<file path="src/rtl/iter_divider_pkg.sv">
// rtl/iter_divider_pkg.sv - shared types and constants for the iterative divider
//
// Purpose: FSM state encoding and iteration constants used by iter_divider.
package iter_divider_pkg;

  typedef enum logic [1:0] {
    IDLE = 2'd0,
    BUSY = 2'd1,
    DONE = 2'd2
  } div_state_t;

  // One quotient bit per BUSY cycle; the count after the last bit doubles as
  // the result-registration cycle.
  localparam int unsigned DIV_ITERS = 32;
  localparam int unsigned CNT_W     = 6;

endpackage

</file>
<file path="src/rtl/iter_divider_div_step.sv">
// rtl/iter_divider_div_step.sv - one combinational radix-2 restoring divide step
//
// Purpose: shift the partial remainder left by one, bring in the next dividend
//          bit, trial-subtract the divisor and keep the difference if it is
//          non-negative.
// Ports:
//   rem_in   partial remainder before this step (always < divisor)
//   dvd_bit  next dividend bit, MSB first
//   divisor  divisor magnitude
//   rem_out  partial remainder after this step
//   q_bit    quotient bit produced by this step
module iter_divider_div_step #(
  parameter int WIDTH = 32
) (
  input  logic [WIDTH-1:0] rem_in,
  input  logic             dvd_bit,
  input  logic [WIDTH-1:0] divisor,
  output logic [WIDTH-1:0] rem_out,
  output logic             q_bit
);

  logic [WIDTH:0] shifted;
  logic [WIDTH:0] trial;

  always_comb begin
    shifted = {rem_in, dvd_bit};
    // One extra bit of headroom: a borrow always lands in bit WIDTH because
    // shifted < 2*divisor, so the MSB is the sign of the trial difference.
    trial   = shifted - {1'b0, divisor};
    q_bit   = ~trial[WIDTH];
    rem_out = q_bit ? trial[WIDTH-1:0] : shifted[WIDTH-1:0];
  end

endmodule

</file>
<file path="src/rtl/iter_divider.sv">
// rtl/iter_divider.sv - multi-cycle 32-bit integer divider (DIV/MOD, signed and unsigned)
//
// Purpose: responder end of the execute-stage divide handshake. Produces
//          quotient and remainder together after a fixed 33-cycle latency.
// Ports:
//   clk        clock
//   rst        synchronous active-high reset
//   is_flush   abort current operation / drop completed result
//   is_stall   downstream not ready; hold the completed result
//   en         start request (sampled in IDLE only)
//   is_signed  1 = signed operands, 0 = unsigned
//   dividend   rj operand, sampled on the start cycle
//   divisor    rkd operand, sampled on the start cycle
//   quotient   registered quotient, valid while done=1
//   remainder  registered remainder, valid while done=1
//   done       result valid
module iter_divider
  import iter_divider_pkg::*;
#(
  parameter int WIDTH = 32
) (
  input  logic             clk,
  input  logic             rst,
  input  logic             is_flush,
  input  logic             is_stall,
  input  logic             en,
  input  logic             is_signed,
  input  logic [WIDTH-1:0] dividend,
  input  logic [WIDTH-1:0] divisor,
  output logic [WIDTH-1:0] quotient,
  output logic [WIDTH-1:0] remainder,
  output logic             done
);

  localparam logic [CNT_W-1:0] LAST_CNT = CNT_W'(DIV_ITERS);

  div_state_t state, state_next;

  logic [CNT_W-1:0] counter;
  // Holds the dividend magnitude; quotient bits shift in from the bottom as
  // dividend bits leave the top, so after 32 steps it is the raw quotient.
  logic [WIDTH-1:0] work;
  logic [WIDTH-1:0] rem_q;
  logic [WIDTH-1:0] div_mag;
  logic [WIDTH-1:0] raw_dvd;
  logic             q_neg;
  logic             r_neg;
  logic             div_zero;

  logic [WIDTH-1:0] dvd_abs;
  logic [WIDTH-1:0] dsr_abs;
  logic [WIDTH-1:0] rem_next;
  logic             q_bit;

  assign dvd_abs = (is_signed && dividend[WIDTH-1]) ? (~dividend + 1'b1) : dividend;
  assign dsr_abs = (is_signed && divisor[WIDTH-1])  ? (~divisor + 1'b1)  : divisor;

  iter_divider_div_step #(.WIDTH(WIDTH)) u_step (
    .rem_in  (rem_q),
    .dvd_bit (work[WIDTH-1]),
    .divisor (div_mag),
    .rem_out (rem_next),
    .q_bit   (q_bit)
  );

  // State register
  always_ff @(posedge clk) begin
    if (rst) begin
      state <= IDLE;
    end else begin
      state <= state_next;
    end
  end

  // Next-state logic
  always_comb begin
    state_next = state;
    case (state)
      IDLE: begin
        if (en && !is_flush) begin
          state_next = BUSY;
        end
      end
      BUSY: begin
        if (is_flush) begin
          state_next = IDLE;
        end else if (counter == LAST_CNT) begin
          state_next = DONE;
        end
      end
      DONE: begin
        if (is_flush || !is_stall) begin
          state_next = IDLE;
        end
      end
      default: state_next = IDLE;
    endcase
  end

  // Output logic
  always_comb begin
    done = (state == DONE);
  end

  // Datapath: operand capture, iteration, and result registration
  always_ff @(posedge clk) begin
    if (rst) begin
      counter   <= '0;
      work      <= '0;
      rem_q     <= '0;
      div_mag   <= '0;
      raw_dvd   <= '0;
      q_neg     <= 1'b0;
      r_neg     <= 1'b0;
      div_zero  <= 1'b0;
      quotient  <= '0;
      remainder <= '0;
    end else begin
      case (state)
        IDLE: begin
          if (en && !is_flush) begin
            work     <= dvd_abs;
            div_mag  <= dsr_abs;
            raw_dvd  <= dividend;
            q_neg    <= is_signed && (dividend[WIDTH-1] ^ divisor[WIDTH-1]);
            r_neg    <= is_signed && dividend[WIDTH-1];
            div_zero <= (divisor == '0);
            rem_q    <= '0;
            counter  <= '0;
          end
        end
        BUSY: begin
          if (!is_flush) begin
            if (counter != LAST_CNT) begin
              work    <= {work[WIDTH-2:0], q_bit};
              rem_q   <= rem_next;
              counter <= counter + 1'b1;
            end else if (div_zero) begin
              quotient  <= '1;
              remainder <= raw_dvd;
            end else begin
              // Signed overflow (INT_MIN / -1) needs no special case: the
              // unsigned quotient 0x80000000 with q_neg=0 is already correct.
              quotient  <= q_neg ? (~work + 1'b1) : work;
              remainder <= r_neg ? (~rem_q + 1'b1) : rem_q;
            end
          end
        end
        default: begin
        end
      endcase
    end
  end

endmodule

</file>
<file path="config.mk">
export PLATFORM = sky130hd
export DESIGN_NAME = iter_divider
export DESIGN_NICKNAME = d
export VERILOG_FILES = /design/src/rtl/iter_divider_pkg.sv /design/src/rtl/iter_divider_div_step.sv /design/src/rtl/iter_divider.sv
export SDC_FILE = /design/constraint.sdc
export NUM_CORES = 1
export LEC_CHECK = 0
export ABC_CLOCK_PERIOD_IN_PS = 4700
export CAP_MARGIN = 20
export CORE_ASPECT_RATIO = 1.5
export CORE_MARGIN = 2
export CORE_UTILIZATION = 58
export DETAILED_ROUTE_END_ITERATION = 10
export PLACE_DENSITY = 0.89
export SYNTH_ARGS = -nofsm -noshare
export SYNTH_HDL_FRONTEND = slang
export SYNTH_HIERARCHICAL = 1
export SYNTH_SLANG_ARGS = --single-unit
</file>
<file path="constraint.sdc">
create_clock -name clk -period 4.7 [get_ports clk]
set_input_delay 0.705 -clock clk [delete_from_list [all_inputs] [get_ports clk]]
set_output_delay 0.705 -clock clk [all_outputs]
set_load 0.01 [all_outputs]
</file>
==> flow_metrics.env <==
export IMPL_status="finished, final reports clean"
export IMPL_ctsResizeCount=0
export IMPL_grt_pass1_vias=12810
export IMPL_internal_power_mw=3.013
export IMPL_grt_overflow=0
export IMPL_die_area_um2=23820
export IMPL_cp_max_fo=24
export IMPL_pwr_share_clk_pct=39.4
export IMPL_p_comb_share_pct=17.2
export IMPL_synth_common_cells="dfxtp_1 (203), nand2_1 (179), a21oi_1 (169)"
export IMPL_die_h_um=188.0
export IMPL_switchingPower_mw=1.211
export IMPL_cap_violations=0
export IMPL_clk_latency_ps=500
export IMPL_synth_top_area_share_pct=31.04
export IMPL_drt_wirelength_per_cell_um=20.37
export IMPL_clk_pin_slew_ps=60
export IMPL_synth_top_area_cell="dfxtp_1"
export IMPL_max_stage_delay_ps=420
export IMPL_syn_nets=1775
export IMPL_grt_pass1_wl_um=64400
export IMPL_cts_root_buf="clkbuf_16"
export IMPL_pwr_share_seq_pct=43.3
export IMPL_dp_hpwl_um=29680
export IMPL_clock_path_buffers=3
export IMPL_whs_ps=456.0
export IMPL_cp_data_required_time_ps=5060
export IMPL_cpMaxStageDelayCell="dfxtp_1"
export IMPL_regArea_um2=4064
export IMPL_max_slew_margin_pct=24.89
export IMPL_syn_area_per_cell_um2=7.859
export IMPL_design_area_um2=15090
export IMPL_nNetsFinal=1825
export IMPL_p_total_mw=4.224
export IMPL_top_level_ports=135
export IMPL_timing_worst_setup_path_type="reg -> reg"
export IMPL_grt_antenna_before_repair=0
export IMPL_synth_edff_count=0
export IMPL_r2r_cells=15
export IMPL_track_usage_pct=33.03
export IMPL_ctsHtreeMaxLevel=1
export IMPL_synth_area_um2=13090
export IMPL_drtIter0Drc=1300
export IMPL_n_antenna_cell=0
export IMPL_startpoint="work[31]"
export IMPL_fillers=1809
export IMPL_std_cell_rows=67
export IMPL_yosys_cell_types_count=92
export IMPL_vias_per_cell=6.600
export IMPL_ys_warn_count=6
export IMPL_route_detailed_drc=0
export IMPL_slew_violations=0
export IMPL_area_growth_pct=15.27
export IMPL_post_cts_setup_buffers=0
export IMPL_rsz0062_at_grt="no"
export IMPL_crit_end="rem_q[10]"
export IMPL_rrSetupSlack_ps=870
export IMPL_sw_frac_of_total_pct=28.67
export IMPL_ant_nets=0
export IMPL_clock_fmax_mhz=261.4
export IMPL_cp_start_kind="register"
export IMPL_p_per_area_nw_per_um2=279.9
export IMPL_vias=13230
export IMPL_ys_ff_latch=203
export IMPL_cts_sinks=203
export IMPL_die_w_um=126.7
export IMPL_gp_congestion=0.9519
export IMPL_synthMostInstantiatedCell="dfxtp_1"
export IMPL_hp_class="reg -> reg"
export IMPL_dr_pass1_iters=6
export IMPL_cts_buffers=21
export IMPL_hold_buffers=0
export IMPL_synthCells=1666
export IMPL_start_util_pct=58.71
export IMPL_holdCritStartpoint="raw_dvd[31]"
export IMPL_finalCriticalPeriod_ps=3826
export IMPL_fin_worst_skew_ps=11.94
export IMPL_vdd_drop_max_mv=0.2174
export IMPL_multi_input_area_um2=8234
export IMPL_drive_above_1_share_pct=7.692
export IMPL_synth_area_leaders="dfxtp_1 (31%), a21oi_1 (6.5%), nand2_1 (5.1%)"
export IMPL_setup_viol=0
export IMPL_placed_cell_area_um2=14390
export IMPL_synthFlopType="dfxtp_1"
export IMPL_worst_pin_slew_ps=1119
export IMPL_synthArstFlopShare_pct=0
export IMPL_r2r_start="work[31]"
export IMPL_critical_path_arrival_ps=4190
export IMPL_wirelength_um=40850
export IMPL_seq_area_frac_synth_pct=31.04
export IMPL_grt_start_max_net_pins=67
export IMPL_crit_path_cell_trace="inv_1 -> ha_1 -> fa_1 -> and2b_1 -> o2111ai_2 -> a21oi_2 -> o2111ai_1 -> a211oi_2 -> nor2_4 -> mux2i_4 -> and2_4 -> inv_8 -> mux2_4 -> nand3_1 -> a21oi_1"
export IMPL_cts_tree="yes"
export IMPL_core_area_um2=22300
export IMPL_hold_viol=0
export IMPL_setup_tns_final_ps=0
export IMPL_finalCritPeriodShare_pct=81.39
export IMPL_leakage_nw=5.534
export IMPL_r2r_end="rem_q[10]"
export IMPL_end_kind="register"
export IMPL_port_buffers=134
==> flip-flops by register name, summed over array words and instances, names as in the netlist, 2 cells and up <==
name       count
div_mag       32
quotient      32
raw_dvd       32
rem_q         32
remainder     32
work          32
counter        6
state          2
==> layout make-up <==
| type | count | area share, % |
|---|---|---|
| Tap cell | 276 | 2.288 |
| Timing Repair Buffer | 158 | 10.28 |
| Inverter | 58 | 1.492 |
| Clock inverter | 7 | 0.4394 |
| Clock buffer | 29 | 4.013 |
| Multi-Input combinational cell | 1274 | 54.56 |
| Sequential cell | 203 | 26.93 |
==> power by group through the flow <==
stage | sequential, mW | combinational, mW | clock (mW)
6_report | 1.83 | 0.727 | 1.67
2_1_floorplan | 1.85 | 0.498 | 0
3_5_place_dp | 1.87 | 0.709 | 0
3_3_place_gp | 1.86 | 0.694 | 0
4_1_cts | 1.83 | 0.714 | 1.68
5_1_grt | 1.84 | 0.786 | 1.74
==> cells in the final DEF (no fill, tap or decap), types with 31 or more instances in the layout <==
master	netlist	layout
a31oi_1	38	38
ha_1	38	38
a211oi_1	33	33
o21ai_0	95	94
inv_1	56	55
dfxtp_1	203	203
nor2_1	96	95
a21oi_1	169	169
xnor2_1	63	63
o31ai_1	31	31
nor3_1	38	38
nand3_1	69	69
clkdlybuf4s50_1	0	133
nand2_1	179	179
xor2_1	63	63
==> worst min path at each step <==
| stage | end | slack [ps] | cells after the start |
|---|---|---|---|
| floorplan | div_mag[28] | 430 | 2 |
| global placement | raw_dvd[4] | 440 | 2 |
| detailed placement | raw_dvd[31] | 440 | 2 |
| CTS | raw_dvd[31] | 450 | 2 |
| global route | raw_dvd[31] | 470 | 2 |
| finish | raw_dvd[31] | 460 | 2 |
==> logic make-up (layout without fill, tap and decap cells) <==
logic type,Yosys count,count (layout),share of synthesized area [%]
adders and majority gates,39,39,3.784
xor gates and xnor gates,126,126,8.429
buffers and inverters,189,252,6.279
DFF,203,203,31.04
muxes,38,38,3.765
AOI/OAI and AO/OA,528,528,26.06
and+or+nand+nor,543,543,20.64
==> worst max-delay path, delay by kind of cell, from the launching register on <==
family          cells  cell delay, ps
buf+inv             2             200
mux                 2             680
fa+ha+maj           2             600
simple gates        4             760
flops               1             420
compound gates      5            1020
==> stage by stage <==
step	instances	util (%)	setup WS, ps
after floorplan	1666	-	1337
after global placement	1968	64.54	1102
after detailed placement	1968	64.54	1003
after CTS	2004	67.56	946.1
after global routing	2005	67.68	797.2
final	2005	67.68	874.5
==> metal layers <==
metal  up-vias  GRT usage [%]  routed length [um]
li1       6202              -                   -
met1      6131          34.44               14280
met2       670          59.54               20430
met3       231          4.137                2616
met4         0          25.27                3515
met5         -              0                   0
Note: power is estimated with default switching activity, not from simulation.
